## src/rtl/bi_ser_pkg.sv

```systemverilog
// Shared types and constants for the bidirectional PISO serializer.
// Bit-order encoding matches the receive-side shift register.
package bi_ser_pkg;

    typedef enum logic {
        IDLE,
        SHIFT
    } state_e;

    localparam logic DIR_MSB_FIRST = 1'b0;
    localparam logic DIR_LSB_FIRST = 1'b1;

endpackage

```

## src/rtl/bi_piso_serializer_if.sv

```systemverilog
// Load handshake and serial output bundle of the PISO serializer.
// The master drives words and the shift enable; the slave is the serializer.
interface bi_piso_serializer_if #(
    parameter int unsigned MSB = 8
);

    logic           load_valid;
    logic           load_ready;
    logic [MSB-1:0] load_data;
    logic           load_dir;
    logic           en;
    logic           sd;
    logic           sd_valid;
    logic           sd_last;
    logic           busy;

    modport master (
        output load_valid,
        output load_data,
        output load_dir,
        output en,
        input  load_ready,
        input  sd,
        input  sd_valid,
        input  sd_last,
        input  busy
    );

    modport slave (
        input  load_valid,
        input  load_data,
        input  load_dir,
        input  en,
        output load_ready,
        output sd,
        output sd_valid,
        output sd_last,
        output busy
    );

endinterface

```

## src/rtl/bi_ser_hold.sv

```systemverilog
// Single-entry holding buffer for the next word and its bit order.
// Clear wins over load; the owner never asserts both on a useful cycle.
module bi_ser_hold #(
    parameter int unsigned MSB = 8
) (
    input  logic           clk,
    input  logic           rstn,
    input  logic           load,
    input  logic           clear,
    input  logic [MSB-1:0] wdata,
    input  logic           wdir,
    output logic           valid,
    output logic [MSB-1:0] data,
    output logic           dir
);

    logic           valid_q;
    logic [MSB-1:0] data_q;
    logic           dir_q;

    always_ff @(posedge clk or negedge rstn) begin
        if (!rstn) begin
            valid_q <= 1'b0;
            data_q  <= '0;
            dir_q   <= 1'b0;
        end else if (clear) begin
            valid_q <= 1'b0;
        end else if (load) begin
            valid_q <= 1'b1;
            data_q  <= wdata;
            dir_q   <= wdir;
        end
    end

    assign valid = valid_q;
    assign data  = data_q;
    assign dir   = dir_q;

endmodule

```

## src/rtl/bi_piso_serializer.sv

```systemverilog
// Parallel-in serial-out shifter with selectable bit order and a one-word
// holding buffer so consecutive frames follow each other without a gap.
module bi_piso_serializer
    import bi_ser_pkg::*;
#(
    parameter int unsigned MSB = 8
) (
    input logic                  clk,
    input logic                  rstn,
    bi_piso_serializer_if.slave  bus
);

    localparam int unsigned     CntW    = $clog2(MSB);
    localparam logic [CntW-1:0] CntLast = CntW'(MSB - 1);

    state_e          state_q, state_d;
    logic [MSB-1:0]  sreg_q, sreg_d;
    logic [CntW-1:0] cnt_q, cnt_d;
    logic            dir_q, dir_d;

    logic            hold_valid;
    logic [MSB-1:0]  hold_data;
    logic            hold_dir;
    logic            hold_load;
    logic            hold_clear;

    logic            accept;
    logic            xfer;
    logic            last_xfer;
    logic [MSB-1:0]  sreg_shifted;

    assign accept    = bus.load_valid && !hold_valid;
    assign xfer      = (state_q == SHIFT) && bus.en;
    assign last_xfer = xfer && (cnt_q == CntLast);

    assign sreg_shifted = (dir_q == DIR_MSB_FIRST) ? {sreg_q[MSB-2:0], 1'b0}
                                                   : {1'b0, sreg_q[MSB-1:1]};

    bi_ser_hold #(
        .MSB (MSB)
    ) u_hold (
        .clk   (clk),
        .rstn  (rstn),
        .load  (hold_load),
        .clear (hold_clear),
        .wdata (bus.load_data),
        .wdir  (bus.load_dir),
        .valid (hold_valid),
        .data  (hold_data),
        .dir   (hold_dir)
    );

    always_ff @(posedge clk or negedge rstn) begin
        if (!rstn) begin
            state_q <= IDLE;
            sreg_q  <= '0;
            cnt_q   <= '0;
            dir_q   <= 1'b0;
        end else begin
            state_q <= state_d;
            sreg_q  <= sreg_d;
            cnt_q   <= cnt_d;
            dir_q   <= dir_d;
        end
    end

    always_comb begin
        state_d    = state_q;
        sreg_d     = sreg_q;
        cnt_d      = cnt_q;
        dir_d      = dir_q;
        hold_load  = 1'b0;
        hold_clear = 1'b0;

        unique case (state_q)
            IDLE: begin
                if (accept) begin
                    sreg_d  = bus.load_data;
                    dir_d   = bus.load_dir;
                    cnt_d   = '0;
                    state_d = SHIFT;
                end
            end
            SHIFT: begin
                if (last_xfer) begin
                    // Held word takes priority; a fresh word may chain in only if the buffer is empty.
                    if (hold_valid) begin
                        sreg_d     = hold_data;
                        dir_d      = hold_dir;
                        cnt_d      = '0;
                        hold_clear = 1'b1;
                    end else if (accept) begin
                        sreg_d = bus.load_data;
                        dir_d  = bus.load_dir;
                        cnt_d  = '0;
                    end else begin
                        sreg_d  = sreg_shifted;
                        cnt_d   = '0;
                        state_d = IDLE;
                    end
                end else begin
                    if (xfer) begin
                        sreg_d = sreg_shifted;
                        cnt_d  = cnt_q + CntW'(1);
                    end
                    hold_load = accept;
                end
            end
            default: state_d = IDLE;
        endcase
    end

    assign bus.load_ready = !hold_valid;
    assign bus.sd_valid   = xfer;
    assign bus.sd         = xfer && ((dir_q == DIR_LSB_FIRST) ? sreg_q[0] : sreg_q[MSB-1]);
    assign bus.sd_last    = last_xfer;
    assign bus.busy       = (state_q == SHIFT) || hold_valid;

endmodule

```

## src/flat_wrapper.sv

```systemverilog
// flat-port wrapper written by rule: the top's interface ports become plain ports
module bi_piso_serializer_flat import bi_ser_pkg::*;
#(
    parameter int unsigned MSB = 8
)
  (clk, rstn, bus_load_valid, bus_load_data, bus_load_dir, bus_en, bus_load_ready, bus_sd, bus_sd_valid, bus_sd_last, bus_busy);
  bi_piso_serializer_if #(.MSB(MSB)) bus_i ();
  input logic clk;
  input logic rstn;
  input wire logic [$bits(bus_i.load_valid)-1:0] bus_load_valid;
  input wire logic [$bits(bus_i.load_data)-1:0] bus_load_data;
  input wire logic [$bits(bus_i.load_dir)-1:0] bus_load_dir;
  input wire logic [$bits(bus_i.en)-1:0] bus_en;
  output wire logic [$bits(bus_i.load_ready)-1:0] bus_load_ready;
  output wire logic [$bits(bus_i.sd)-1:0] bus_sd;
  output wire logic [$bits(bus_i.sd_valid)-1:0] bus_sd_valid;
  output wire logic [$bits(bus_i.sd_last)-1:0] bus_sd_last;
  output wire logic [$bits(bus_i.busy)-1:0] bus_busy;
  assign bus_i.load_valid = bus_load_valid;
  assign bus_i.load_data = bus_load_data;
  assign bus_i.load_dir = bus_load_dir;
  assign bus_i.en = bus_en;
  assign bus_load_ready = bus_i.load_ready;
  assign bus_sd = bus_i.sd;
  assign bus_sd_valid = bus_i.sd_valid;
  assign bus_sd_last = bus_i.sd_last;
  assign bus_busy = bus_i.busy;
  bi_piso_serializer #(.MSB(MSB)) u_core (.clk(clk), .rstn(rstn), .bus(bus_i));
endmodule
```

## config.mk

```make
export PLATFORM = sky130hd
export DESIGN_NAME = bi_piso_serializer_flat
export DESIGN_NICKNAME = d
export VERILOG_FILES = /design/src/rtl/bi_ser_pkg.sv /design/src/rtl/bi_piso_serializer_if.sv /design/src/rtl/bi_ser_hold.sv /design/src/rtl/bi_piso_serializer.sv /design/src/flat_wrapper.sv
export SDC_FILE = /design/constraint.sdc
export NUM_CORES = 1
export LEC_CHECK = 0
export CAP_MARGIN = 20
export CORE_ASPECT_RATIO = 0.6
export CORE_MARGIN = 2
export CORE_UTILIZATION = 45
export DETAILED_ROUTE_END_ITERATION = 12
export HOLD_SLACK_MARGIN = 0.06
export PLACE_DENSITY = 0.76
export SLEW_MARGIN = 20
export SYNTH_ARGS = -nofsm -noshare
export SYNTH_HDL_FRONTEND = slang
export SYNTH_SLANG_ARGS = --single-unit
```

## constraint.sdc

```tcl
create_clock -name clk -period 2.44 [get_ports clk]
set_input_delay 0.732 -clock clk [delete_from_list [all_inputs] [get_ports clk]]
set_output_delay 0.732 -clock clk [all_outputs]
set_load 0.02 [all_outputs]
```

==> impl_metrics.env, run 1 <==
export IMPL_status="completed"
export IMPL_area_delta_synth_final_pct=23.9
export IMPL_muxShareOfSynthArea=0.174
export IMPL_final_cells=207
export IMPL_final_hold_viol_count=0
export IMPL_ys_top_cells_by_count="dfrtp_1 (23), mux2i_1 (12), mux2_1 (10)"
export IMPL_grt_setup_unrepaired="false"
export IMPL_clock_sinks=23
export IMPL_hold_path_class="reg -> reg"
export IMPL_drtIter0Drc=61
export IMPL_ys_types=36
export IMPL_ys_top_cells_by_area="dfrtp_1 (41%), mux2i_1 (8.6%), mux2_1 (8.0%)"
export IMPL_synthCells=135
export IMPL_setup_viol=0
export IMPL_grt_pass1_wl_mm=5.91
export IMPL_drive_above_1_share=0.206
export IMPL_synth_xor_area_frac=0
export IMPL_cp_end_kind="output pin"
export IMPL_rows=15
export IMPL_yosys_area_share_adder=0.0179
export IMPL_cts_tree="yes"
export IMPL_yosysWarnings=0
export IMPL_synth_top_family_by_area="compound AO/OA/AOI/OAI gates"
export IMPL_synth_fp_nets=150
export IMPL_portBuffers=17
export IMPL_synth_edf_count=0
export IMPL_slew_headroom=0.702
export IMPL_dr_total_vias=1201
export IMPL_routedWlPerCell_um=16.9
export IMPL_final_nets=181
export IMPL_synth_top_flop_cell="dfrtp_1"
export IMPL_cellPowerDensity_nw_per_um2=999
export IMPL_synthMostInstantiatedCell="dfrtp_1"
export IMPL_synth_top_area_cell="dfrtp_1"
export IMPL_grt_pass1_vias=1128
export IMPL_dpl_hpwl_mm=2.66
export IMPL_dp_cells=203
export IMPL_ant_nets=0
export IMPL_finalCritPeriodShare=0.950
export IMPL_clk_latency_ns=0.26
export IMPL_async_flop_share=1.00
export IMPL_grt_use_total=0.216
export IMPL_wl_mm=3.50
export IMPL_synth_top_area_share=0.411
export IMPL_drc_errors=0
export IMPL_gr_total_overflow=0
export IMPL_cts_root_buf="clkbuf_8"
export IMPL_fin_crit_ns=2.32
export IMPL_antenna_found_initial=0
export IMPL_path_clk_slew_ns=0.08
export IMPL_cts_buffer_depth=2
export IMPL_worstMarginPinSlew_ns=0.444
export IMPL_start_util=0.482
export IMPL_ir_drop_uv=523
export IMPL_syn_area_sq_um=1400
export IMPL_yosysSeqAreaShare=0.411
export IMPL_die_area_sq_um=3590
export IMPL_crit_fanout=4
export IMPL_core_area_sq_um=2910
export IMPL_viasPerCell=5.80
export IMPL_ys_seq_elements=23
export IMPL_maxCapViolations=0
export IMPL_ctsHtreeMaxLevel=1
export IMPL_io_pins=18
export IMPL_synthSimpleGateAreaFrac=0.146
export IMPL_path_class="reg -> out"
export IMPL_synth_avg_cell_area_sq_um=10.4
export IMPL_cts_made_buffers=3
export IMPL_design_area_sq_um=1740
export IMPL_fmax_ghz=0.431
export IMPL_cp_start_kind="register"
export IMPL_firstDrtPassIters=4
export IMPL_die_h_um=47.2
export IMPL_die_x_um=76.0
export IMPL_arrival_ns=1.59
export IMPL_worst_clock_skew_ns=0.00194
export IMPL_synth_compound_area_frac=0.190
export IMPL_slew_viol_final=0
export IMPL_grt_start_max_net_pins=24
export IMPL_finalWeightedCongestion=0.939
export IMPL_leakage_nw=0.731
export IMPL_insertedDiodeCount=0
export IMPL_placed_cell_area_sq_um=1690
export IMPL_cts_hold_buf=0
export IMPL_required_ns=1.71
==> metal layers <==
| layer | wire length (um) | global-route usage | up-vias |
|---|---|---|---|
| met3 | 246 | 0.0538 | 0 |
| met1 | 1740 | 0.324 | 586 |
| li1 | - | - | 568 |
| met2 | 1510 | 0.329 | 47 |
| met4 | 0 | 0.0291 | 0 |
| met5 | 0 | 0 | - |
==> layout by cell type, fill, tap and decap left out, types with 2 or more instances in the layout <==
master | netlist | final
a21oi_1 | 9 | 9
buf_4 | 0 | 18
clkbuf_8 | 0 | 3
clkdlybuf4s15_2 | 0 | 3
clkdlybuf4s50_1 | 0 | 13
dfrtp_1 | 23 | 23
ha_1 | 2 | 2
inv_1 | 4 | 4
mux2_1 | 10 | 10
mux2i_1 | 12 | 12
nand2_1 | 9 | 9
nand2_2 | 2 | 2
nand2b_1 | 2 | 2
nand3b_1 | 5 | 5
nor2_1 | 5 | 5
nor2_2 | 2 | 2
nor3_1 | 3 | 3
o211ai_1 | 5 | 5
o21ai_0 | 7 | 7
o221ai_1 | 6 | 6
o221ai_2 | 2 | 2
o22ai_1 | 2 | 2
==> timing repair <==
action	in CTS	in global routing
setup endpoints to repair	3	0
resized for setup	10	0
buffers inserted	0	0
==> sequential cells by signal, indices dropped and copies added (netlist names) <==
signal and cells:
u_core.cnt_q 3, u_core.dir_q 1, u_core.sreg_q 8, u_core.state_q 1, u_core.u_hold.data 8, u_core.u_hold.dir 1, u_core.u_hold.valid 1
==> report_power, final <==
part           internal (mW)  total (mW)  switching (mW)  leakage, nW
clock                  0.117       0.239           0.123       0.0228
sequential             0.551       0.693           0.142        0.278
combinational          0.390       0.802           0.412        0.430
total                   1.06        1.73           0.677        0.731
==> kinds of logic after synthesis <==
kind of cell / after synthesis
adder cells (fa/ha/maj): 2
AO/OA/AOI/OAI: 38
AND/OR/NAND/NOR: 36
buffers and inverters: 13
multiplexers: 23
flip-flops: 23
==> worst max-delay path: stages (launching register included) <==
cell and delay [ns]:
dfrtp_1 0.42, ha_1 0.22, ha_1 0.23, nand3_1 0.13
inv_1 0.07, clkdlybuf4s15_2 0.25
==> final cells by class <==
cell class | count | area, sq um
fill | 245 | 1170
multi-input combinational | 99 | 741
sequential | 23 | 576
timing repair buffer | 35 | 308
tap | 42 | 52.6
clock buffer | 4 | 45.0
inverter | 4 | 15.0
==> path summary, 6_finish.rpt <==
check / from / to / slack (ns) / cells past startpoint
worst max register to register: u_core.cnt_q[0] / u_core.u_hold.data[4] / 0.48 / 7
worst max-delay path: u_core.cnt_q[0] / bus_sd_last / 0.12 / 5
min in group asynchronous: rstn / u_core.cnt_q[0] / 0.83 / 2
max in group asynchronous: rstn / u_core.sreg_q[7] / 1.37 / 2
worst min-delay path: u_core.u_hold.data[7] / u_core.u_hold.data[7] / 0.49 / 1
worst min register to register: u_core.u_hold.data[7] / u_core.u_hold.data[7] / 0.49 / 1
==> per-stage QoR <==
| step | setup TNS [ns] | worst slack, ns | hold WS [ns] | util | power (mW) |
|---|---|---|---|---|---|
| 4_1_cts | 0 | 0.100 | 0.493 | 0.597 | 1.73 |
| 2_1_floorplan | 0 | 0.567 | 0.436 | - | 1.25 |
| 6_report | 0 | 0.121 | 0.491 | 0.597 | 1.73 |
| 3_3_place_gp | -1.17 | -0.404 | 0.468 | 0.581 | 1.44 |
| 5_1_grt | 0 | 0.0284 | 0.508 | 0.597 | 1.87 |
| 3_5_place_dp | -1.18 | -0.406 | 0.474 | 0.581 | 1.49 |
Power figures use the tool's default switching activity.
==> inputs of run 2 (changes only) <==
GPL_ROUTABILITY_DRIVEN = 0   (was unset)
SLEW_MARGIN = 40   (was 20)
==> run 2 against run 1 <==
Effect of this change: power down 0.78%; hold slack worse by 0.0054 ns; sequential share of layout area about the same; clock-buffer cell count unchanged; non-clock buffer count up 1; cell count up 0.48%; critical path depth down 3; die area unchanged; wire length down 2.0%; cell area about the same; via count down 1.3%; maximum frequency about the same.
==> impl_metrics.env, run 2 (synthesis results as in run 1) <==
export IMPL_status="completed"
export IMPL_layout_common_cells="dfrtp_1 (23), buf_4 (19), clkdlybuf4s50_1 (13), mux2i_1 (12), mux2_1 (10)"
export IMPL_p_clk_frac=0.138
export IMPL_path_clk_slew_ns=0.08
export IMPL_clk_latency_ns=0.27
export IMPL_portBuffers=17
export IMPL_fin_crit_ns=2.32
export IMPL_crit_family="buffers and inverters"
export IMPL_p_seq_frac=0.403
export IMPL_viasPerCell=5.70
export IMPL_ant_nets=0
export IMPL_start_util=0.482
export IMPL_nFillCells=263
export IMPL_wl_mm=3.43
export IMPL_dpl_hpwl_mm=2.63
export IMPL_grt_pass1_vias=1175
export IMPL_slew_viol_final=0
export IMPL_drtIter0Drc=71
export IMPL_grt_setup_unrepaired="false"
export IMPL_cts_hold_buf=0
export IMPL_worst_clock_skew_ns=0.00991
export IMPL_leakage_nw=0.737
export IMPL_path_class="reg -> out"
export IMPL_dr_total_vias=1185
export IMPL_fmax_ghz=0.431
export IMPL_finalCritPeriodShare=0.950
export IMPL_power_switching_mw=0.666
export IMPL_grt_use_total=0.209
export IMPL_hold_path_class="reg -> reg"
export IMPL_slowest_stage="clkdlybuf4s50_1"
export IMPL_ir_drop_uv=481
export IMPL_internal_power_mw=1.06
export IMPL_final_nets=182
export IMPL_cts_buffer_depth=2
export IMPL_routedWlPerCell_um=16.5
export IMPL_cp_end_kind="output pin"
export IMPL_maxCapViolations=0
export IMPL_cellPowerDensity_nw_per_um2=990
export IMPL_gr_total_overflow=0
export IMPL_required_ns=1.71
export IMPL_antenna_found_initial=0
export IMPL_path_cells="or2_2, clkdlybuf4s50_1"
export IMPL_firstDrtPassIters=4
export IMPL_pwr_share_comb=0.459
export IMPL_power_mw=1.72
export IMPL_core_area_sq_um=2910
export IMPL_slew_headroom=0.709
export IMPL_die_h_um=47.2
export IMPL_setup_viol=0
export IMPL_cts_tree="yes"
export IMPL_cp_start_kind="register"
export IMPL_worstMarginPinSlew_ns=0.435
export IMPL_drc_errors=0
export IMPL_cts_made_buffers=3
export IMPL_rows=15
export IMPL_layout_commonest_cell="dfrtp_1"
export IMPL_grt_pass1_wl_mm=5.70
export IMPL_arrival_ns=1.59
export IMPL_worst_path_buf_inv=1
export IMPL_clock_sinks=23
export IMPL_cts_root_buf="clkbuf_8"
export IMPL_die_area_sq_um=3590
export IMPL_final_hold_viol_count=0
export IMPL_io_pins=18
export IMPL_insertedDiodeCount=0
export IMPL_grt_start_max_net_pins=24
export IMPL_slowest_delay_ns=0.54
export IMPL_die_x_um=76.0
export IMPL_switching_share=0.387
export IMPL_finalSetupTns_ns=0
export IMPL_ctsHtreeMaxLevel=1
export IMPL_drive_above_1_share=0.211
export IMPL_area_delta_synth_final_pct=24.0
export IMPL_cts_setup_buffers=0
export IMPL_crit_fanout=6
==> run 2: changes by cell type in the layout (fill, tap and decap cells not counted) <==
cell,delta
buf_4,+1
buf_2,+1
clkdlybuf4s15_2,-1
==> run 2: final timing paths <==
kind	depth (start not counted)	from	endpoint	slack, ns
max reg2reg	7	u_core.cnt_q[0]	u_core.u_hold.data[5]	0.50
min in group asynchronous	2	rstn	u_core.cnt_q[1]	0.82
max in group asynchronous	2	rstn	u_core.sreg_q[7]	1.38
min reg2reg	1	u_core.u_hold.data[7]	u_core.u_hold.data[7]	0.49
min	1	u_core.u_hold.data[7]	u_core.u_hold.data[7]	0.49
max	2	u_core.state_q	bus_busy	0.12
==> run 2: repair_timing <==
action / CTS / global route
endpoints found under the setup margin: 3 / 0
gates resized for setup: 11 / 0
endpoints found under the hold margin: 0 / 0
==> run 2: through the flow <==
step           cell area, sq um  hold WS, ns  std cells  worst slack (ns)   util
3_3_place_gp               1700        0.467        204            -0.400  0.583
3_5_place_dp               1700        0.470        204            -0.405  0.583
2_1_floorplan              1400        0.436        135             0.567      -
4_1_cts                    1740        0.489        208             0.111  0.597
6_report                   1740        0.485        208             0.121  0.597
5_1_grt                    1740        0.512        208            0.0468  0.597
==> run 2: final cells by class <==
class | count | area (sq um) | share of cell area
multi-input cells | 99 | 741 | 0.426
flip-flops and latches | 23 | 576 | 0.331
repair buffers | 36 | 309 | 0.178
well taps | 42 | 52.6 | 0.0302
clock buffers | 4 | 45.0 | 0.0259
inverters | 4 | 15.0 | 0.00864
==> run 2: layer usage <==
| metal | track usage | vias to the layer above | wire length, um |
|---|---|---|---|
| li1 | - | 571 | - |
| met1 | 0.291 | 564 | 1730 |
| met2 | 0.334 | 48 | 1450 |
| met3 | 0.0635 | 2 | 243 |
| met4 | 0.0400 | 0 | 11 |
| met5 | 0 | - | 0 |
==> run 2: power by group through the flow <==
stage               clock (mW)  sequential [mW]  combinational [mW]
finish                   0.237            0.694               0.790
global route             0.261            0.716               0.879
CTS                      0.247            0.689               0.792
detailed placement           0            0.697               0.796
global placement             0            0.685               0.760
floorplan                    0            0.643               0.603
==> inputs of run 3 (changes only) <==
ABC_AREA = 1   (was unset)
==> run 3 against run 2 <==
Effect of this change: critical path depth rose by 2; sequential share of layout area rose by 0.096 points; largest cell class unchanged; cell count rose by 34%; global-route usage rose by 0.072 points; hold slack got worse by 0.0097 ns; synthesized cell count rose by 56%; core utilization fell by 0.93 points; register-to-register slack improved by 0.29 ns; wire length rose by 1.2%; clock-buffer cell count fell by 1; critical path type unchanged.
==> impl_metrics.env, run 3 <==
export IMPL_status="completed"
export IMPL_cts_hold_buf=0
export IMPL_final_cells=279
export IMPL_clock_sinks=23
export IMPL_async_flop_share=1.00
export IMPL_fin_crit_ns=2.29
export IMPL_insertedDiodeCount=0
export IMPL_clk_latency_ns=0.27
export IMPL_grt_busiest_layer="met2"
export IMPL_synth_avg_cell_area_sq_um=6.76
export IMPL_final_nets=253
export IMPL_io_pins=18
export IMPL_worstMarginPinSlew_ns=0.374
export IMPL_wl_mm=3.47
export IMPL_finalCritPeriodShare=0.938
export IMPL_ant_nets=0
export IMPL_layout_common_cells="nand2_1 (74), dfrtp_1 (23), inv_1 (22), nor2_1 (21), nand3_1 (18)"
export IMPL_ys_seq_elements=23
export IMPL_antenna_found_initial=0
export IMPL_cts_made_buffers=3
export IMPL_grt_setup_unrepaired="false"
export IMPL_firstDrtPassIters=4
export IMPL_synth_fp_nets=225
export IMPL_cts_tree="yes"
export IMPL_gr_total_overflow=0
export IMPL_core_area_sq_um=2950
export IMPL_grt_pass1_vias=1177
export IMPL_drtIter0Drc=83
export IMPL_rows=15
export IMPL_required_ns=1.71
export IMPL_syn_area_sq_um=1420
export IMPL_fmax_ghz=0.437
export IMPL_dr_total_vias=1393
export IMPL_dpl_hpwl_mm=2.48
export IMPL_drive_above_1_share=0.139
export IMPL_synth_top_area_share=0.405
export IMPL_path_class="reg -> out"
export IMPL_setup_viol=0
export IMPL_met3_usage=0.0528
export IMPL_yosysSeqAreaShare=0.405
export IMPL_cp_end_kind="output pin"
export IMPL_ir_drop_uv=474
export IMPL_drc_errors=0
export IMPL_synthCells=210
export IMPL_crit_fanout=9
export IMPL_synth_top_area_cell="dfrtp_1"
export IMPL_hold_ws_ns=0.476
export IMPL_cellPowerDensity_nw_per_um2=971
export IMPL_grt_use_total=0.210
export IMPL_synth_edf_count=0
export IMPL_grt_pass1_wl_mm=5.70
export IMPL_portBuffers=17
export IMPL_maxCapViolations=0
export IMPL_dp_cells=274
export IMPL_ys_top_cells_by_area="dfrtp_1 (41%), nand2_1 (20%), nand3_1 (6.3%)"
export IMPL_layout_commonest_cell="nand2_1"
export IMPL_cts_root_buf="clkbuf_8"
export IMPL_cts_buffer_depth=2
export IMPL_ys_top_cells_by_count="nand2_1 (74), dfrtp_1 (23), inv_1 (22)"
export IMPL_yosysWarnings=0
export IMPL_grt_start_max_net_pins=24
export IMPL_die_h_um=47.5
export IMPL_start_util=0.482
export IMPL_cp_start_kind="register"
export IMPL_slew_headroom=0.751
export IMPL_slew_viol_final=0
export IMPL_synthMostInstantiatedCell="nand2_1"
export IMPL_leakage_nw=0.939
export IMPL_hold_path_class="reg -> reg"
export IMPL_area_delta_synth_final_pct=22.0
export IMPL_gr_usage_met1=0.300
export IMPL_die_x_um=76.5
export IMPL_final_hold_viol_count=0
export IMPL_viasPerCell=4.99
export IMPL_synth_top_flop_cell="dfrtp_1"
export IMPL_ys_types=21
export IMPL_use_met2=0.324
export IMPL_ctsHtreeMaxLevel=1
export IMPL_path_clk_slew_ns=0.08
export IMPL_arrival_ns=1.56
export IMPL_finalSetupTns_ns=0
export IMPL_worst_clock_skew_ns=0.00418
export IMPL_routedWlPerCell_um=12.4
export IMPL_die_area_sq_um=3640
## run 3: layer usage
metal  part of all wire  wire length, um
met5                  0                0
met4             0.0046               16
met3              0.081              282
met2               0.43             1480
met1               0.49             1690
## run 3: cells by family (layout without fill, tap and decap cells)
family	count (synthesis)	after routing	share of synthesized area
buffers and inverters	33	60	0.0987
and+or+nand+nor	119	119	0.348
DFF	23	23	0.405
adders and majority gates	2	2	0.0176
AOI/OAI and AO/OA	33	33	0.130
## run 3: layout make-up
class | count | area, sq um
well taps | 42 | 52.6
inverters | 27 | 104
clock buffers | 3 | 41.3
clock inverters | 1 | 5.00
fillers | 306 | 1210
flip-flops and latches | 23 | 576
repair buffers | 29 | 250
multi-input cells | 154 | 704
## run 3: worst max-delay path, stage by stage (launching register included)
cell             delay [ns]
dfrtp_1                0.39
buf_4                  0.17
inv_4                  0.13
nand2_1                0.07
clkdlybuf4s50_1        0.53
## run 3: final timing paths
path | slack [ns] | end | startpoint | cells past startpoint
max in group asynchronous | 1.38 | u_core.u_hold.data[6] | rstn | 2
max | 0.15 | bus_busy | u_core.state_q | 4
min in group asynchronous | 0.82 | u_core.u_hold.dir | rstn | 2
max reg2reg | 0.79 | u_core.sreg_q[4] | u_core.cnt_q[0] | 8
min | 0.48 | u_core.u_hold.data[3] | u_core.u_hold.data[3] | 2
min reg2reg | 0.48 | u_core.u_hold.data[3] | u_core.u_hold.data[3] | 2
## run 3: where the power goes
group          internal, mW  switching (mW)
clock                 0.114           0.126
combinational         0.319           0.480
sequential            0.547          0.0971
total                 0.979           0.704
## run 3: per-stage QoR
step,power (mW),setup slack (ns),util,area [sq um]
after floorplan,1.21,0.240,-,1420
after global placement,1.42,-0.418,0.573,1690
after detailed placement,1.44,-0.446,0.573,1690
after CTS,1.69,0.00449,0.585,1720
after global routing,1.85,0.0879,0.588,1730
final,1.68,0.152,0.588,1730
## run 3: repair_timing
action | 4_1_cts | 5_1_grt
endpoints found under the setup margin | 3 | 2
pin swaps | 1 | 1
resized for setup | 13 | 1
gates cloned | 0 | 0
setup buffers | 0 | 1
hold endpoints to repair | 0 | 0
==> variant 1, RTL diff (settings of run 1) <==
`MSB` is set to 8 in 4 places; all go to 16.
--- a/src/rtl/bi_piso_serializer_if.sv
+++ b/src/rtl/bi_piso_serializer_if.sv
@@ -1,7 +1,7 @@
 // Load handshake and serial output bundle of the PISO serializer.
 // The master drives words and the shift enable; the slave is the serializer.
 interface bi_piso_serializer_if #(
-    parameter int unsigned MSB = 8
+    parameter int unsigned MSB = 16
 );
 
     logic           load_valid;
--- a/src/rtl/bi_ser_hold.sv
+++ b/src/rtl/bi_ser_hold.sv
@@ -1,7 +1,7 @@
 // Single-entry holding buffer for the next word and its bit order.
 // Clear wins over load; the owner never asserts both on a useful cycle.
 module bi_ser_hold #(
-    parameter int unsigned MSB = 8
+    parameter int unsigned MSB = 16
 ) (
     input  logic           clk,
     input  logic           rstn,
--- a/src/rtl/bi_piso_serializer.sv
+++ b/src/rtl/bi_piso_serializer.sv
@@ -3,7 +3,7 @@
 module bi_piso_serializer
     import bi_ser_pkg::*;
 #(
-    parameter int unsigned MSB = 8
+    parameter int unsigned MSB = 16
 ) (
     input logic                  clk,
     input logic                  rstn,
--- a/src/flat_wrapper.sv
+++ b/src/flat_wrapper.sv
@@ -1,7 +1,7 @@
 // flat-port wrapper written by rule: the top's interface ports become plain ports
 module bi_piso_serializer_flat import bi_ser_pkg::*;
 #(
-    parameter int unsigned MSB = 8
+    parameter int unsigned MSB = 16
 )
   (clk, rstn, bus_load_valid, bus_load_data, bus_load_dir, bus_en, bus_load_ready, bus_sd, bus_sd_valid, bus_sd_last, bus_busy);
   bi_piso_serializer_if #(.MSB(MSB)) bus_i ();
Interface: changed (resized bus_load_data); port bits go from 18 to 26. The function was not compared with the original's and may differ.
==> variant 1 against run 1 <==
- critical path type unchanged
- total power rose by 59%
- non-clock buffer count rose by 10
- routed wire length is 52% higher
- worst hold slack worse by 0.0035 ns
- design area is 54% higher
- worst setup slack worse by 0.015 ns
- fmax shrank 0.66%
- synthesized area rose by 56%
- sequential cell count grew 17
==> variant 1: results (changes against run 1) <==
- TritonCTS buffer count: 5 (+2)
- Ys async rst share: 1.00 (unchanged)
- Vias: 1797 (+50%)
- Setup crit start kind: flip-flop
- Compound-Gate Fraction of Synth Area: 0.219 (+0.0291)
- Post-DP HPWL: 3.58 mm (+35%)
- Drt first pass iters: 4 (unchanged)
- Worst Hold Class: in -> async
- Port bufs: 25 (+8)
- Synth warn: 0 (unchanged)
- Worst slew pin tran: 0.528 ns (+0.0836 ns)
- Commonest cells post-synth: dfrtp_1 (40), mux2_2 (31), a21oi_1 (20), nor2_1 (17), o21ai_0 (17)
- N_diodes: 0 (unchanged)
- Routed WL per cell: 17.2 um (+1.9%)
- Setup violators final: 0 (unchanged)
- Nets: 266 (+47%)
- Clock skew: 0.00545 ns (+0.00351 ns)
- Clock Path Buffers: 2 (unchanged)
- Net count after synthesis: 230 (+53%)
- Post-synthesis sequential area ratio: 0.457 (+0.0462)
- First-pass GRT wire length: 8.73 mm (+48%)
- Initial antenna violation count: 0 (unchanged)
- Routability cong.: 0.858 (-8.7%)
- Synth area leaders: dfrtp_1 (46%), mux2_2 (16%), o221ai_1 (6.0%)
- Peak supply drop: 448 uV (-14%)
- Status: completed
- Main synth FF type: dfrtp_1
- Synth Area in Adders: 0.00571 (-0.0121)
- Largest net degree at the start of global routing: 41 (+71%)
- Fill cells: 421 (+72%)
- Worst Path Max Fanout: 7 (+3)
- Gr usage total: 0.210 (-0.00627)
- Lkg Pwr: 1.08 nW (+47%)
- H-tree levels: 2 (+1)
- Clk_lat worst skew: 0.30 ns (+0.04 ns)
- Synth unique cells: 31 (-14%)
- Clock Pin Slew Worst Setup and Hold Paths: 0.08 ns (about the same)
- CTS root buf: clkbuf_8
- Xor/xnor share of the synthesized area: 0.00400 (+0.00400)
- Layout cell share with drive strength beyond 1: 0.286 (+0.0797)
- Critical Path AT: 1.60 ns
- Iter 0 DRT Violations: 62 (+1.6%)
- Mux cell area share after synthesis: 0.168 (-0.00563)
- Vias in the first global route: 1702 (+51%)
## variant 1: final timing paths
| check | from | end | slack, ns | cells past startpoint |
|---|---|---|---|---|
| min in group clk | u_core.u_hold.data[12] | u_core.u_hold.data[12] | 0.51 | 1 |
| max | u_core.u_hold.valid | bus_busy | 0.11 | 2 |
| max in group asynchronous | rstn | u_core.u_hold.data[14] | 1.58 | 2 |
| max reg2reg | u_core.state_q | u_core.sreg_q[2] | 0.68 | 5 |
| min reg2reg | u_core.u_hold.data[12] | u_core.u_hold.data[12] | 0.51 | 1 |
| min | rstn | u_core.cnt_q[0] | 0.49 | 2 |
## variant 1: kinds of logic (layout without fill, tap and decap cells)
family                     count (synthesis)  count (layout)
AOI/OAI and AO/OA                         72              72
and+or+nand+nor                           42              42
DFF                                       40              40
muxes                                     33              33
buffers and inverters                     19              56
adders and majority gates                  1               1
xor gates and xnor gates                   1               1
## variant 1: worst max-delay path, cell delays in order, from the launching register on
cell and delay, ns:
dfrtp_1 0.46, or2_2 0.31, clkdlybuf4s50_1 0.54
## variant 1: stage by stage
step / area, um2 / cells / TNS, ns / setup WS [ns]
floorplan: 2190 / 208 / 0 / 0.220
global placement: 2590 / 300 / -1.47 / -0.530
detailed placement: 2590 / 300 / -1.83 / -0.528
CTS: 2670 / 308 / 0 / 0.0890
global route: 2670 / 308 / 0 / 0.0619
finish: 2670 / 308 / 0 / 0.105
## variant 1: routing by layer
metal / vias up / part of all wire / track usage
met2: 57 / 0.42 / 0.298
met5: - / 0 / 0
met1: 882 / 0.51 / 0.318
li1: 851 / - / -
met3: 7 / 0.053 / 0.0468
met4: 0 / 0.011 / 0.0704
## variant 1: cell type report
cell class              count  area [um2]  share of cell area
clock inverters             2        10.0             0.00375
clock buffers               6        82.6              0.0310
multi-input cells         149        1090               0.409
repair buffers             45         394               0.148
flip-flops and latches     40        1000               0.375
well taps                  63        78.8              0.0295
inverters                   3        11.3             0.00422
## variant 1: repair_timing
item,CTS,global route
gates resized for setup,14,0
buffers inserted,0,0
endpoints found under the hold margin,0,0
endpoints found under the setup margin,3,0
## variant 1: report_power, final
group	leakage, nW	internal [mW]	total [mW]	switching [mW]
Clock	0.0510	0.226	0.472	0.246
Sequential	0.447	0.950	1.15	0.205
Combinational	0.579	0.666	1.13	0.463
Total	1.08	1.84	2.76	0.914
==> variant 2, RTL diff (flow settings as in run 1) <==
Without the edit above. Reset style: synchronous (`rstn`), changed in 2 clocked blocks.
--- a/src/rtl/bi_ser_hold.sv
+++ b/src/rtl/bi_ser_hold.sv
@@ -18,7 +18,7 @@
     logic [MSB-1:0] data_q;
     logic           dir_q;
 
-    always_ff @(posedge clk or negedge rstn) begin
+    always_ff @(posedge clk) begin
         if (!rstn) begin
             valid_q <= 1'b0;
             data_q  <= '0;
--- a/src/rtl/bi_piso_serializer.sv
+++ b/src/rtl/bi_piso_serializer.sv
@@ -50,7 +50,7 @@
         .dir   (hold_dir)
     );
 
-    always_ff @(posedge clk or negedge rstn) begin
+    always_ff @(posedge clk) begin
         if (!rstn) begin
             state_q <= IDLE;
             sreg_q  <= '0;
Behaviour: differs if rstn is asserted again (counterexample within 4 cycles, from zero or initial values and one cycle with rstn low); with rstn held inactive, the same outputs for 10 cycles.
==> variant 2 against run 1 <==
- synthesized area down 7.1%
- sequential cell count unchanged
- worst setup slack better by 0.063 ns
- routed wire length down 4.8%
- sequential share of layout area down 3.8 points
- design area down 9.3%
- non-clock buffer count down 7
- core utilization down 3.7 points
- worst hold slack worse by 0.032 ns
- critical endpoint is now bus_busy
- largest cell class unchanged
Power is not compared: it rests on default switching activity, and its combinational part moved more than twofold at a synthesized area within 25%.
==> variant 2: results (changes against run 1) <==
- Status: completed
- Worst Hold Class: reg -> reg
- Via density: 6.09 (+5.0%)
- TritonCTS buffer count: 3 (unchanged)
- Clk_lat worst skew: 0.27 ns
- Synth unique cells: 32 (-11%)
- Routability cong.: 0.870 (-7.4%)
- Vias in the first global route: 1195 (+5.9%)
- Layout cell share with drive strength beyond 1: 0.159 (-0.0470)
- Nets: 192 (+6.1%)
- Post CTS Setup Buffer Count: 0 (unchanged)
- Overall routed net length: 3.33 mm (-4.8%)
- Peak supply drop: 305 uV
- Synth warn: 0 (unchanged)
- End of the worst hold path: u_core.u_hold.dir
- Clock Path Buffers: 2 (unchanged)
- Drt first pass iters: 4 (unchanged)
- Hold path start: u_core.u_hold.dir
- Cts repair resizes: 9 (-1)
- Commonest cells post-synth: nand2_1 (30), dfxtp_1 (23), a21boi_1 (12), nand3_1 (11), a31oi_1 (10)
- Port bufs: 17 (unchanged)
- Fill cells: 264 (+7.8%)
- Post-DP HPWL: 2.45 mm (-8.0%)
- Clock skew: 0.00135 ns (-0.000589 ns)
- Worst Path Max Fanout: 10 (+6)
- Net count after synthesis: 171 (+14%)
- Synth area leaders: dfxtp_1 (35%), nand2_1 (8.7%), a21boi_1 (6.9%)
- H-tree levels: 1 (unchanged)
- Gr usage total: 0.225 (+0.00888)
- RR Endpoint: u_core.sreg_q[6]
- Critical Path AT: 1.52 ns (-0.07 ns)
- Hold path depth: 2 (+1)
- CTS root buf: clkbuf_8
- Slew Limit Headroom: 0.751 (+0.0482)
- RR Startpoint: u_core.cnt_q[0]
- Ys async rst share: 0 (-1.00)
- Initial antenna violation count: 0 (unchanged)
- First-pass GRT wire length: 5.61 mm (-5.0%)
- Clock Pin Slew Worst Setup and Hold Paths: 0.08 ns (about the same)
- Iter 0 DRT Violations: 65 (+6.6%)
- N_diodes: 0 (unchanged)
- R2R setup slack: 0.56 ns (+0.08 ns)
- Lkg Pwr: 0.651 nW
- R2R cell count: 7 (unchanged)
- Post-synthesis sequential area ratio: 0.354 (-0.0569)
- Largest net degree at the start of global routing: 22 (-8.3%)
[variant 2: cells by family after synthesis]
group           synth area share
simple gates               0.203
compound gates             0.304
flops                      0.354
buf+inv                   0.0663
mux                       0.0538
fa+ha+maj                 0.0192
[variant 2: routing by layer]
layer | global-route usage | part of all wire | up-vias
met1 | 0.290 | 0.47 | 625
met3 | 0.0619 | 0.055 | 9
li1 | - | - | 603
met2 | 0.366 | 0.45 | 42
met4 | 0.0836 | 0.018 | 0
met5 | 0 | 0 | -
[variant 2: worst max-delay path, cell delays in order, from the launching register on]
cell and delay (ns):
dfxtp_2 0.45, or2_1 0.19, clkdlybuf4s50_1 0.62
[variant 2: through the flow]
step           hold slack [ns]  std cells  area [um2]  TNS (ns)  setup WS [ns]
3_5_place_dp             0.450        206        1530    -0.979         -0.380
6_report                 0.458        210        1580         0          0.184
4_1_cts                  0.461        210        1570         0        0.00787
3_3_place_gp             0.443        206        1530    -0.935         -0.367
5_1_grt                  0.483        210        1580         0          0.119
2_1_floorplan            0.435        156        1300         0          0.320
[variant 2: worst max path at each step]
stage / start / to / slack [ns] / depth (start not counted)
2_1_floorplan: bus_en / bus_sd / 0.32 / 3
3_3_place_gp: bus_en / bus_sd / -0.37 / 4
3_5_place_dp: bus_en / bus_sd / -0.38 / 4
4_1_cts: bus_en / bus_sd_valid / 0.008 / 4
5_1_grt: u_core.u_hold.valid / bus_busy / 0.12 / 2
6_report: u_core.u_hold.valid / bus_busy / 0.18 / 2
[variant 2: final cells by class]
cell class	instances	area, um2	share of cell area
multi-input combinational	115	757	0.481
timing repair buffer	28	246	0.156
sequential	23	462	0.293
clock buffer	4	45.0	0.0286
tap	34	42.5	0.0270
inverter	6	22.5	0.0143
[variant 2: power by group]
part	internal (mW)	switching (mW)	leakage, nW	total (mW)
clock	0.117	0.128	0.0228	0.244
sequential	0.400	0.0219	0.188	0.422
combinational	0.107	0.114	0.440	0.221
